## src/rtl/mult_issue_queue.sv

```systemverilog
// Operand FIFO and issue sequencer in front of a shift/add multiplier: issues pairs, waits LATENCY, presents product.
// Optional MULT_ISSUE_STAT_EN adds an 8-bit completed-handshake counter port op_count.
module mult_issue_queue #(
  parameter int unsigned WIDTH   = 4,
  parameter int unsigned DEPTH   = 4,
  parameter int unsigned LATENCY = 6
) (
  input  logic                 clk,
  input  logic                 rst,
  input  logic                 in_valid,
  output logic                 in_ready,
  input  logic [WIDTH-1:0]     in_a,
  input  logic [WIDTH-1:0]     in_b,
  output logic                 mul_start,
  output logic                 mul_en,
  output logic [WIDTH-1:0]     mul_a,
  output logic [WIDTH-1:0]     mul_b,
  input  logic [2*WIDTH-1:0]   mul_product,
  output logic                 out_valid,
  input  logic                 out_ready,
  output logic [2*WIDTH-1:0]   out_data
`ifdef MULT_ISSUE_STAT_EN
  ,
  output logic [7:0]           op_count
`endif
);

  localparam int unsigned PTR_W = (DEPTH > 1) ? $clog2(DEPTH) : 1;
  localparam int unsigned CNT_W = PTR_W + 1;
  localparam int unsigned PW    = 2 * WIDTH;

  typedef enum logic [1:0] {S_IDLE, S_ISSUE, S_WAIT} state_t;

  state_t             r_state;
  state_t             w_next_state;
  logic [WIDTH-1:0]   r_mem_a [DEPTH];
  logic [WIDTH-1:0]   r_mem_b [DEPTH];
  logic [PTR_W-1:0]   r_wr_ptr;
  logic [PTR_W-1:0]   r_rd_ptr;
  logic [CNT_W-1:0]   r_count;
  logic [7:0]         r_cnt;
  logic [WIDTH-1:0]   r_mul_a;
  logic [WIDTH-1:0]   r_mul_b;
  logic               r_out_valid;
  logic [PW-1:0]      r_out_data;
  logic               w_push;
  logic               w_pop;
  logic               w_capture;

  // in_ready comes from the registered count only, so a pop never frees a slot in the same cycle
  assign in_ready  = (r_count != CNT_W'(DEPTH));
  assign w_push    = in_valid && in_ready;
  assign w_pop     = (r_state == S_IDLE) && (r_count != '0) && !r_out_valid;
  assign w_capture = (r_state == S_WAIT) && (r_cnt == 8'd0);

  assign mul_a     = r_mul_a;
  assign mul_b     = r_mul_b;
  assign out_valid = r_out_valid;
  assign out_data  = r_out_data;

  always_ff @(posedge clk or posedge rst) begin
    if (rst) r_state <= S_IDLE;
    else     r_state <= w_next_state;
  end

  always_comb begin
    w_next_state = r_state;
    case (r_state)
      S_IDLE:  if (w_pop) w_next_state = S_ISSUE;
      S_ISSUE: w_next_state = S_WAIT;
      S_WAIT:  if (w_capture) w_next_state = S_IDLE;
      default: w_next_state = S_IDLE;
    endcase
  end

  always_comb begin
    mul_start = 1'b0;
    mul_en    = 1'b0;
    case (r_state)
      S_ISSUE: begin
        mul_start = 1'b1;
        mul_en    = 1'b1;
      end
      S_WAIT:  mul_en = 1'b1;
      default: ;
    endcase
  end

  // FIFO storage needs no reset; occupancy is tracked by the pointers and count
  always_ff @(posedge clk) begin
    if (w_push) begin
      r_mem_a[r_wr_ptr] <= in_a;
      r_mem_b[r_wr_ptr] <= in_b;
    end
  end

  always_ff @(posedge clk or posedge rst) begin
    if (rst) begin
      r_wr_ptr <= '0;
      r_rd_ptr <= '0;
      r_count  <= '0;
    end else begin
      if (w_push) r_wr_ptr <= r_wr_ptr + PTR_W'(1);
      if (w_pop)  r_rd_ptr <= r_rd_ptr + PTR_W'(1);
      case ({w_push, w_pop})
        2'b10:   r_count <= r_count + CNT_W'(1);
        2'b01:   r_count <= r_count - CNT_W'(1);
        default: ;
      endcase
    end
  end

  always_ff @(posedge clk or posedge rst) begin
    if (rst) begin
      r_mul_a     <= '0;
      r_mul_b     <= '0;
      r_cnt       <= 8'd0;
      r_out_valid <= 1'b0;
      r_out_data  <= '0;
    end else begin
      if (w_pop) begin
        r_mul_a <= r_mem_a[r_rd_ptr];
        r_mul_b <= r_mem_b[r_rd_ptr];
      end
      if (r_state == S_ISSUE)
        r_cnt <= 8'(LATENCY - 1);
      else if ((r_state == S_WAIT) && (r_cnt != 8'd0))
        r_cnt <= r_cnt - 8'd1;
      if (w_capture) begin
        r_out_data  <= mul_product;
        r_out_valid <= 1'b1;
      end else if (r_out_valid && out_ready) begin
        r_out_valid <= 1'b0;
      end
    end
  end

`ifdef MULT_ISSUE_STAT_EN
  logic [7:0] r_op_count;

  always_ff @(posedge clk or posedge rst) begin
    if (rst)                           r_op_count <= 8'd0;
    else if (r_out_valid && out_ready) r_op_count <= r_op_count + 8'd1;
  end

  assign op_count = r_op_count;
`endif

endmodule

```

## config.mk

```make
export PLATFORM = sky130hd
export DESIGN_NAME = mult_issue_queue
export DESIGN_NICKNAME = d
export VERILOG_FILES = /design/src/rtl/mult_issue_queue.sv
export SDC_FILE = /design/constraint.sdc
export NUM_CORES = 1
export LEC_CHECK = 0
export CELL_PAD_IN_SITES_DETAIL_PLACEMENT = 2
export CELL_PAD_IN_SITES_GLOBAL_PLACEMENT = 2
export CORE_MARGIN = 2
export CORE_UTILIZATION = 29
export DETAILED_ROUTE_END_ITERATION = 7
export HOLD_SLACK_MARGIN = 0.03
export PLACE_DENSITY_LB_ADDON = 0.1
export SETUP_SLACK_MARGIN = 0.1
export SLEW_MARGIN = 10
export SYNTH_ARGS = -nofsm -noshare
export SYNTH_HDL_FRONTEND = slang
export SYNTH_SLANG_ARGS = --single-unit
```

## constraint.sdc

```tcl
create_clock -name clk -period 3.18 [get_ports clk]
set_input_delay 0.636 -clock clk [delete_from_list [all_inputs] [get_ports clk]]
set_output_delay 0.636 -clock clk [all_outputs]
set_load 0.01 [all_outputs]
```

; Word-level counts from Yosys, hierarchy flattened
; Memories as Yosys holds them, arrays and structs flattened. A register that Yosys moved wholly into a read port is not among the register bits.
; Index checks and enable logic that the tools add are counted.
[word_totals]
register_bits = 26
ramBits = 32
out_inout_bits = 20
elab_cells = 49
n_memories = 2
[mem_list]
columns = memory, depth, width, rd, rd_ports_with_merged_regs, wr, line_no
row1 = r_mem_a, 4, 4, 1, 1, 1, 36  ; logic [WIDTH-1:0] r_mem_a [DEPTH];
row2 = r_mem_b, 4, 4, 1, 1, 1, 37  ; logic [WIDTH-1:0] r_mem_b [DEPTH];
[op_classes]
addsub = 5
eq_ne = 7
n_mux = 12
n_reduce_logical = 16
[ops]
columns = op, count
row1 = two-way mux 8 bit, 2
row2 = zero test 8 bit, 1
row3 = nonzero test 8 bit, 1
row4 = "subtractor 8 x 1 -> 8 bit, second input constant", 1
row5 = logical AND 1 bit, 6
row6 = two-way mux 1 bit, 6
row7 = one-hot mux 2 bit (3 select lines), 1
row8 = one-hot mux 3 bit (2 select lines), 1
row9 = nonzero test 2 bit, 3
row10 = "adder 2 x 1 -> 2 bit, second input constant", 2
row11 = "equality test 2 x 1 -> 1 bit, second input constant", 2
row12 = "equality test 2 bit, second input constant", 2
row13 = two-way mux 2 bit, 2
row14 = "!= test 2 bit, second input constant", 2
row15 = "adder 3 x 1 -> 3 bit, second input constant", 1
row16 = "!= test 3 bit, second input constant", 1
row17 = nonzero test 3 bit, 1
row18 = "subtractor 3 x 1 -> 3 bit, second input constant", 1
row19 = zero test 2 bit, 1
row20 = AND reduction 2 bit, 1
row21 = OR reduction 2 bit, 1
row22 = zero test 1 bit, 1

; Longest topological paths before layout
; Gate-level depths: netlist (run 1).
[logic_depth]
ltp_word = 5
mapped_depth = 10
mapped_depth_nobuf = 9

; Worst setup path after synthesis (run 1)
; Ideal clock, no wire load.
[synth_path]
path_type = register -> register
from = reg r_count[0]
to = reg r_count[2]
arrival_time_ns = 2.102
slack_ns = 0.999
path_stages_with_launch = 10
n_path_buf = 0
period_less_slack_ns = 2.181
cell_sequence = dfrtp_1 -> or3b_1 -> and2_1 -> inv_1 -> ha_1 -> inv_1 -> fa_1 -> xor2_1 -> nor2_1 -> xor2_1
[synth_via]
elab_cells_between_ends = 11
cone_classes = 2 x add/sub / 3 x eq/ne / 1 x mux / 5 x reduce/logical
[synth_rtl]
columns = item, line_no
row1 = "start, declared", 40  ; logic [CNT_W-1:0] r_count;
row2 = "start signal, assigned", 106  ; 2'b10: r_count <= r_count + CNT_W'(1);
row3 = "start signal, assigned", 107  ; 2'b01: r_count <= r_count - CNT_W'(1);
row4 = != test 3 bit *, 51  ; assign in_ready = (r_count != CNT_W'(DEPTH));
row5 = via in_ready, 11  ; output logic in_ready,
row6 = logical AND 1 bit *, 52  ; assign w_push = in_valid && in_ready;
row7 = equality test 2 x 1 -> 1 bit or equality test 2 bit (tied branches), 105  ; case ({w_push, w_pop})
row8 = one-hot mux 3 bit (2 select lines) or nonzero test 2 bit (tied branches), --
; Mark *: on every way through the listed nets, which the timed path passes. The rest lies on a longest branch.
; A chain may end at the register's enable or synchronous reset.

; Worst setup path in the final report (run 1)
[layout_path]
from = reg r_state[1]
to = out mul_start
[layout_via]
elab_chain_cells = 2
[layout_rtl]
columns = item, line_no
row1 = "start, declared", 34  ; state_t r_state;
row2 = "start signal, assigned", 63  ; else r_state <= w_next_state;
row3 = equality test 2 x 1 -> 1 bit, 79  ; case (r_state)
row4 = two-way mux 1 bit, 79
row5 = "end, declared", 14  ; output logic mul_start,
; No other way between the ends.

==> reports/metrics.yaml, run 1 <==
worstSetupPathType: "register to output pin"
num_rows: 36
seq_power_share_pct: 40.8
syn_to_final_growth_pct: 26.46
critical_path_required_ns: 2.54
p_switching_mw: 1.097
crit_arrival_ns: 2.01
clock-sinks: 66
clk_latency_ns: 0.33
synth_top_area_share_pct: 33.32
grt_max_degree: 35
slew_headroom_pct: 57.63
syn-num-nets: 217
num_vias: 1700
slowest_stage: "clkdlybuf4s50_1"
avgRoutedWirePerCell_um: 17.65
drtIter0Drc: 11
outcome: "completed"
worstPathMaxFanout: 15
path_delay_family: "buffers and inverters"
antennaDiodeCount: 0
ios: 40
powerDensity_nw_per_um2: 935.0
synth_area_um2: 2884
cts_resized: 0
yosysSeqAreaShare_pct: 62.82
start_kind: "register"
grt_usage_pct: 13.51
setup-violations-final: 0
ctsHoldBuffers: 0
drt_pass1_iterations: 2
ys_top_cells_by_area: "edfxtp_1, dfrtp_1, mux2_2, mux4_2, ha_1"
grt_overflow: 0
grt_pass1_vias: 2011
post_cts_buffers: 0
comb_power_share_pct: 37.1
clk_pin_slew_worst_paths_ns: 0.07
pwr-share-clk_pct: 22.1
syn_avg_cell_area_um2: 15.59
cts_buffer_depth: 2
fin_area_um2: 3647
dieArea_um2: 10760
antenna_left: 0
initial_utilization_pct: 29.64
drc: 0
crit_path_cell_trace: "inv_1 > ha_1 > clkdlybuf4s50_1"
period_needed_ns: 2.648
swShare_pct: 32.18
cts_tree: "built"
routed_via_density: 4.582
vdd_drop_max_uv: 294.4
critPathMaxStageDelay_ns: 0.64
ctsRootBufferMaster: "clkbuf_8"
place_congestion: 0.7239
fin_cells: 371
drive_above_1_share_pct: 20.59
fin_skew_ns: 0.01283
endpoint_kind: "output pin"
worst_pin_slew_ns: 0.6356
syn_inst: 185
portBuffers: 39
setup_tns_ns: 0
antenna_found_initial: 0
placed_cells: 355
ys_ff_latch: 66
p_leak_nw: 1.411
timing.final.crit_share_pct: 83.27
place_area_um2: 3438
p_int_mw: 2.313
final_nets: 265
hold_ws_ns: 0.5155
yosys_warnings: 0
postRouteWirelength_um: 6548
grt_pass1_wl_um: 11060
cts_buffers: 9
synth_area_leader_cell: "edfxtp_1"
fp.dieW_um: 103.7
hold_viol: 0
drv_slew: 0
die_height_um: 103.7
rsz0062_at_grt: "false"
max_freq_ghz: 0.3776
design.core.area_um2: 9729
critical_path_buf_inv_count: 2
dp_hpwl_um: 4662
worst_hold_path_type: "register to register"
htree_num_levels: 3
drv_cap: 0
synth_cell_types: 39
path summary, 6_finish.rpt:
path / from / to / slack, ns / depth (start not counted)
worst max-delay path: r_state[1] / mul_start / 0.53 / 3
worst min-delay path: out_data[3] / out_data[3] / 0.52 / 1
worst max register to register: r_count[0] / r_count[2] / 0.79 / 9
worst min register to register: out_data[3] / out_data[3] / 0.52 / 1
max in group asynchronous: rst / mul_a[1] / 2.11 / 3
min in group asynchronous: rst / mul_b[0] / 0.72 / 3
cell usage after synthesis:
| cell | count |
|---|---|
| o21ai_0 | 3 |
| or3_4 | 1 |
| dfrtp_1 | 34 |
| nand3_2 | 1 |
| xor2_1 | 4 |
| clkbuf_1 | 1 |
| buf_1 | 1 |
| or3b_1 | 2 |
| a2111o_1 | 1 |
| and3_1 | 4 |
| nor3b_1 | 1 |
| edfxtp_1 | 32 |
| nand3_1 | 2 |
| nor3_1 | 3 |
| ha_1 | 11 |
| or4b_2 | 1 |
| a21oi_1 | 4 |
| nor2b_1 | 3 |
| buf_2 | 2 |
| nand3b_1 | 1 |
| mux4_2 | 8 |
| a211o_1 | 2 |
| a211oi_1 | 2 |
| or4_1 | 2 |
| mux2_1 | 2 |
| fa_1 | 1 |
| and2_1 | 1 |
| mux2i_1 | 2 |
| or3_1 | 1 |
| mux2_2 | 19 |
| nor4_4 | 1 |
| inv_1 | 13 |
| and2b_2 | 1 |
| o211ai_1 | 4 |
| xnor2_1 | 2 |
| nor3b_2 | 1 |
| nor2_1 | 7 |
| a211o_2 | 1 |
| nand2_1 | 3 |
placed cells by master, fill, tap and decap left out, types with 2 or more instances in the layout:
cell type,n
clkdlybuf4s50_1,39
dfrtp_1,34
edfxtp_1,32
mux2_2,19
inv_1,13
ha_1,11
clkbuf_8,9
mux4_2,8
nor2_1,7
a21oi_1,4
xor2_1,4
o211ai_1,4
and3_1,4
nor2b_1,3
o21ai_0,3
nor3_1,3
nand2_1,3
a211oi_1,2
or3b_1,2
or4_1,2
xnor2_1,2
mux2i_1,2
nand3_1,2
a211o_1,2
mux2_1,2
clkinv_1,2
bufinv_16,2
buf_4,2
power groups by stage:
| stage | Clock, mW | Combinational [mW] | Sequential, mW |
|---|---|---|---|
| floorplan | 0 | 0.796 | 1.35 |
| global placement | 0 | 1.23 | 1.39 |
| detailed placement | 0 | 1.29 | 1.42 |
| CTS | 0.780 | 1.30 | 1.41 |
| global route | 0.819 | 1.41 | 1.44 |
| finish | 0.754 | 1.27 | 1.39 |
registers in the layout, summed over array words and instances (netlist names):
signal and cells:
r_mem_a 16, r_mem_b 16, out_data 8, r_cnt 8, mul_a 4, mul_b 4, r_count 3, r_rd_ptr 2
r_state 2, r_wr_ptr 2, out_valid 1
area by class of cell:
cell class / instances / area (um2)
fillers: 993 / 6082
flip-flops and latches: 66 / 1812
multi-input cells: 102 / 1006
repair buffers: 41 / 405.4
well taps: 133 / 166.4
clock buffers: 10 / 127.6
clock inverters: 6 / 81.33
inverters: 13 / 48.80
stage by stage:
| stage | power (mW) | utilization [%] | worst slack, ns |
|---|---|---|---|
| finish | 3.410 | 37.49 | 0.5319 |
| global route | 3.673 | 37.49 | 0.3126 |
| CTS | 3.489 | 37.49 | 0.4726 |
| floorplan | 2.151 | - | 0.9989 |
| detailed placement | 2.715 | 35.34 | 0.6108 |
| global placement | 2.612 | 35.34 | 0.7795 |
routing by layer:
metal  part of all wire (%)  global-route usage (%)  vias to the layer above
li1                       -                       -                      781
met1                     40                   15.05                      890
met2                     55                   24.46                       23
met3                    3.1                   3.524                        6
met4                    1.0                   5.598                        0
met5                      0                       0                        -
kinds of logic (layout without fill, tap and decap cells):
kind of cell             after synthesis  in the layout  synth area share [%]
adder cells (fa/ha/maj)               12             12                 5.466
multiplexers                          31             31                 15.14
XOR/XNOR                               6              6                 1.822
AND/OR/NAND/NOR                       36             36                 8.330
flip-flops                            66             66                 62.82
AO/OA/AOI/OAI                         17             17                 4.121
buffers and inverters                 17             70                 2.299
Power figures use the tool's default switching activity.
==> inputs of run 2 (changes only) <==
- clock period: 3.18 -> 2.7 ns (I/O delays scaled with it)
==> reports/metrics.yaml, run 2 (synthesis gave the netlist of run 1 again) <==
placed_cells: 356  # +0.28%
start_kind: "register"
p_leak_nw: 1.414  # +0.16%
grt_overflow: 0  # unchanged
grt_max_degree: 35  # unchanged
antenna_found_initial: 0  # unchanged
critPathMaxStageDelay_ns: 0.47  # -0.17 ns
num_rows: 36  # unchanged
slew_headroom_pct: 57.85  # +0.22 points
critical_path_buf_inv_count: 2  # unchanged
dieArea_um2: 10760  # unchanged
place_congestion: 0.6900  # -4.7%
cts_buffers: 9  # unchanged
avgRoutedWirePerCell_um: 18.16  # +2.9%
vdd_drop_max_uv: 388.4  # +32%
grt_usage_pct: 13.69  # +0.17 points
drt_pass1_iterations: 3  # +1
clk_pin_slew_worst_paths_ns: 0.08  # about the same
drv_slew: 0  # unchanged
dp_hpwl_um: 4668  # +0.14%
worstSetupPathType: "register to register"
fin_ws_ns: 0.3241  # -0.2078 ns
nFillCells: 1002  # +0.91%
die_height_um: 103.7  # unchanged
routed_via_density: 4.651  # +1.5%
endpoint_kind: "register"
fin_cells: 372  # +0.27%
clk_latency_ns: 0.34  # about the same
ctsHoldBuffers: 0  # unchanged
antennaDiodeCount: 0  # unchanged
outcome: "completed"
postRouteWirelength_um: 6755  # +3.2%
max_freq_ghz: 0.4209
drv_cap: 0  # unchanged
rsz0062_at_grt: "false"
final_common_cell: "clkdlybuf4s50_1"
slowest_stage: "or3b_1"
worst_pin_slew_ns: 0.6322  # -0.003358 ns
crit_path_cell_trace: "or3b_1 > and2_1 > inv_1 > ha_1 > inv_1 > fa_1 > xor2_1 > nor2_1 > xor2_1"
cts_tree: "built"
cts_buffer_depth: 2  # unchanged
mostFrequentLayoutCells: "clkdlybuf4s50_1, dfrtp_1, edfxtp_1"
clock-sinks: 66  # unchanged
htree_num_levels: 3  # unchanged
top_regs: "r_mem_a: 16 flops, r_mem_b: 16 flops"
num_vias: 1730  # +1.8%
setup-violations-final: 0  # unchanged
drtIter0Drc: 22  # +11
cp.depth: 9  # +6
syn_to_final_growth_pct: 26.55  # about the same
ios: 40  # unchanged
post_cts_buffers: 0  # unchanged
multi_input_area_um2: 1006  # unchanged
design.core.area_um2: 9729  # unchanged
antenna_left: 0  # unchanged
grt_pass1_wl_um: 11250  # +1.7%
hold_viol: 0  # unchanged
worst_hold_path_type: "register to register"
final_nets: 266  # +0.38%
powerDensity_nw_per_um2: 1106  # +18%
regArea_um2: 1812  # unchanged
pre_cts_ws_ns: 0.2187  # -0.3920 ns
min_delay_path_depth: 1  # unchanged
crit_arrival_ns: 2.63  # +0.62 ns
fp.dieW_um: 103.7  # unchanged
worstPathMaxFanout: 6  # -9
ctsRootBufferMaster: "clkbuf_8"
reg2reg_depth: 9  # unchanged
grt_pass1_vias: 2065  # +2.7%
initial_utilization_pct: 29.64  # unchanged
cts_resized: 0  # unchanged
timing.final.crit_share_pct: 88.00
period_needed_ns: 2.376
critical_path_required_ns: 2.95  # +0.41 ns
path_delay_family: "simple AND/OR/NAND/NOR gates"
setup_tns_ns: 0  # unchanged
portBuffers: 39  # unchanged
drive_above_1_share_pct: 22.18  # +1.6 points
drc: 0  # unchanged
fin_skew_ns: 0.01587  # +0.003035 ns
[run 2: cell count changes in the layout (fill, tap and decap cells not counted), sizes merged]
cell / before / now
clkinv: 4 / 1
buf: 2 / 3
inv: 13 / 17
bufinv: 2 / 1
clkinvlp: 0 / 1
clkbuf: 10 / 9
[run 2: per-stage QoR]
stage               power [mW]  hold slack (ns)  utilization (%)  instance area [um2]
floorplan                2.533           0.4686                -                 2884
global placement         3.089           0.4896            35.42                 3446
detailed placement       3.223           0.4949            35.42                 3446
CTS                      4.127           0.5151            37.51                 3650
global route             4.325           0.5395            37.51                 3650
finish                   4.038           0.5094            37.51                 3650
[run 2: report_power, final]
part	internal, mW	switching (mW)
Combinational	0.829	0.706
Clock	0.441	0.422
Sequential	1.39	0.252
Total	2.66	1.38
[run 2: layer usage]
layer | wire, um | global-route usage (%) | part of all wire (%) | vias up
li1 | - | - | - | 780
met3 | 168 | 2.958 | 2.5 | 12
met5 | 0 | 0 | 0 | -
met4 | 131 | 5.888 | 1.9 | 0
met1 | 2724 | 15.61 | 40 | 910
met2 | 3730 | 24.69 | 55 | 28
[run 2: final timing paths]
path | from | endpoint | slack [ns]
hold reg to reg | out_data[6] | out_data[6] | 0.51
setup / recovery | r_count[0] | r_count[2] | 0.32
max in group asynchronous | rst | r_state[0] | 1.73
hold / removal | out_data[6] | out_data[6] | 0.51
min in group asynchronous | rst | mul_b[0] | 0.62
setup reg to reg | r_count[0] | r_count[2] | 0.32
[run 2: cell type report]
type                            instances  share of cell area (%)
Inverter                               13                   1.337
Timing Repair Buffer                   42                   11.31
Clock inverter                          7                   2.194
Tap cell                              133                   4.559
Sequential cell                        66                   49.64
Clock buffer                            9                   3.394
Multi-Input combinational cell        102                   27.56
[run 2: worst reg2reg max path: cells and delay by family, from the launching register on]
family,cells,cell delay (ns)
and+or+nand+nor,3,0.86
adders and majority gates,2,0.55
DFF,1,0.43
xor gates and xnor gates,2,0.32
buffers and inverters,2,0.14
==> inputs of run 3 (changes only) <==
- CORE_ASPECT_RATIO: unset -> 2
- clock period: 2.7 -> 2.3 ns (I/O delays scaled with it)
==> reports/metrics.yaml, run 3 (synthesis gave the netlist of run 1 again) <==
worstSetupPathType: "register to register"
ctsHoldBuffers: 0  # unchanged
critical_path_required_ns: 2.55  # -0.40 ns
cts_buffers: 9  # unchanged
min_delay_path_depth: 1  # unchanged
critical_path_buf_inv_count: 2  # unchanged
rsz0062_at_grt: "false"
slowest_stage: "dfrtp_1"
clock-sinks: 66  # unchanged
num_rows: 51  # +42%
reg2reg_slack_ns: 0.19  # -0.13 ns
timing.final.crit_share_pct: 91.59  # +3.6 points
path_delay_family: "simple AND/OR/NAND/NOR gates"
pwr-share-clk_pct: 29.1  # +7.7 points
ctsRootBufferMaster: "clkbuf_16"
dp_hpwl_um: 4922  # +5.5%
grt_usage_pct: 14.26  # +0.57 points
drv_slew: 0  # unchanged
drt_pass1_iterations: 4  # +1
postRouteWirelength_um: 6962  # +3.1%
rr_startpoint: "r_count[1]"
clk_latency_ns: 0.33  # about the same
max_freq_ghz: 0.4747  # +13%
antennaDiodeCount: 0  # unchanged
slew_headroom_pct: 66.24  # +8.4 points
min_from: "out_data[2]"
critPathMaxStageDelay_ns: 0.41  # -0.06 ns
initial_utilization_pct: 29.73  # +0.092 points
avgRoutedWirePerCell_um: 18.18  # +0.10%
cp.depth: 9  # unchanged
ios: 40  # unchanged
crit_arrival_ns: 2.36  # -0.27 ns
drive_above_1_share_pct: 29.08  # +6.9 points
drc: 0  # unchanged
p_leak_nw: 1.544  # +9.2%
antenna_found_initial: 0  # unchanged
period_needed_ns: 2.107  # -0.2693 ns
p_switching_mw: 1.681  # +22%
final_nets: 278  # +4.5%
powerDensity_nw_per_um2: 1405  # +27%
grt_pass1_wl_um: 11010  # -2.1%
hold_ws_ns: 0.5039  # -0.005555 ns
crit_path_cell_trace: "or3b_4 > and2_4 > inv_1 > ha_2 > inv_1 > fa_2 > xor2_1 > nor2_1 > xor2_1"
p_int_mw: 3.811  # +43%
drv_cap: 0  # unchanged
min_to: "out_data[2]"
fin_total_pwr_mw: 5.492  # +36%
outcome: "completed"
dieArea_um2: 10810  # +0.45%
comb_power_share_pct: 36.8  # -1.2 points
portBuffers: 39  # unchanged
fin_skew_ns: 0.005341  # -0.01053 ns
nFillCells: 1006  # +0.40%
r2r-end: "r_count[2]"
worstPathMaxFanout: 4  # -2
wl_met3_um: 218  # +30%
grt_overflow: 0  # unchanged
final_common_cell: "clkdlybuf4s50_1"
highest_layer: "met4"
cts_tree: "built"
fp.dieW_um: 74.52  # -28%
met2_length_um: 4208  # +13%
setup_tns_ns: 0  # unchanged
antenna_left: 0  # unchanged
reg2reg_depth: 9  # unchanged
seq_power_share_pct: 34.1  # -6.5 points
cts_buffer_depth: 2  # unchanged
design.core.area_um2: 9699  # -0.31%
mostFrequentLayoutCells: "clkdlybuf4s50_1, dfrtp_1, edfxtp_1"
num_vias: 1769  # +2.3%
grt_pass1_vias: 2059  # -0.29%
worst_hold_path_type: "register to register"
place_congestion: 0.7770  # +13%
grt_max_degree: 35  # unchanged
syn_to_final_growth_pct: 35.57
start_kind: "register"
drtIter0Drc: 54  # +150%
die_height_um: 145.0  # +40%
hold_viol: 0  # unchanged
clk_pin_slew_worst_paths_ns: 0.06  # -0.02 ns
m1WireLength_um: 2415  # -11%
setup-violations-final: 0  # unchanged
endpoint_kind: "register"
routed_via_density: 4.619  # -0.68%
vdd_drop_max_uv: 733.8  # +89%
worst_pin_slew_ns: 0.5026  # -0.1296 ns
htree_num_levels: 3  # unchanged
top_regs: "r_mem_a: 16 flops, r_mem_b: 16 flops"
swShare_pct: 30.61  # -3.6 points
[run 3: cell type report]
class	instances	area (um2)	share of cell area (%)
tap	132	165.2	4.224
multi-input combinational	102	1032	26.40
inverter	13	48.80	1.248
timing repair buffer	54	501.7	12.83
clock inverter	7	125.1	3.200
clock buffer	9	225.2	5.760
sequential	66	1812	46.34
[run 3: routing by layer]
metal	track usage, %	up-vias
met2	26.11	36
met1	14.45	918
met4	5.179	0
met5	0	-
met3	4.306	9
li1	-	806
[run 3: through the flow]
| step | cells | util (%) | worst slack [ns] | instance area, um2 |
|---|---|---|---|---|
| 2_1_floorplan | 185 | - | 0.1189 | 2884 |
| 3_3_place_gp | 361 | 35.98 | 0.08230 | 3490 |
| 6_report | 383 | 40.31 | 0.1935 | 3910 |
| 4_1_cts | 378 | 39.73 | 0.1049 | 3854 |
| 3_5_place_dp | 361 | 35.98 | -0.02405 | 3490 |
| 5_1_grt | 383 | 40.31 | 0.08096 | 3910 |
[run 3: what timing repair did]
action,in CTS,in global routing
pin swaps,0,2
gates resized for setup,3,7
buffers inserted,1,5
setup endpoints to repair,2,3
[run 3: worst max-delay path by stage]
stage / start / endpoint / slack (ns)
after detailed placement: in_valid / r_count[2] / -0.02
after CTS: r_count[2] / r_count[2] / 0.10
final: r_count[1] / r_count[2] / 0.19
after global placement: in_valid / r_count[2] / 0.08
after global routing: r_count[1] / r_count[2] / 0.08
after floorplan: r_count[0] / r_count[2] / 0.12
[run 3: power groups by stage]
stage	registers, mW	clock network, mW	logic (mW)
after floorplan	1.87	0	1.10
after CTS	1.89	1.64	1.98
after detailed placement	1.91	0	1.93
after global routing	1.92	1.69	2.24
after global placement	1.86	0	1.84
final	1.87	1.60	2.02
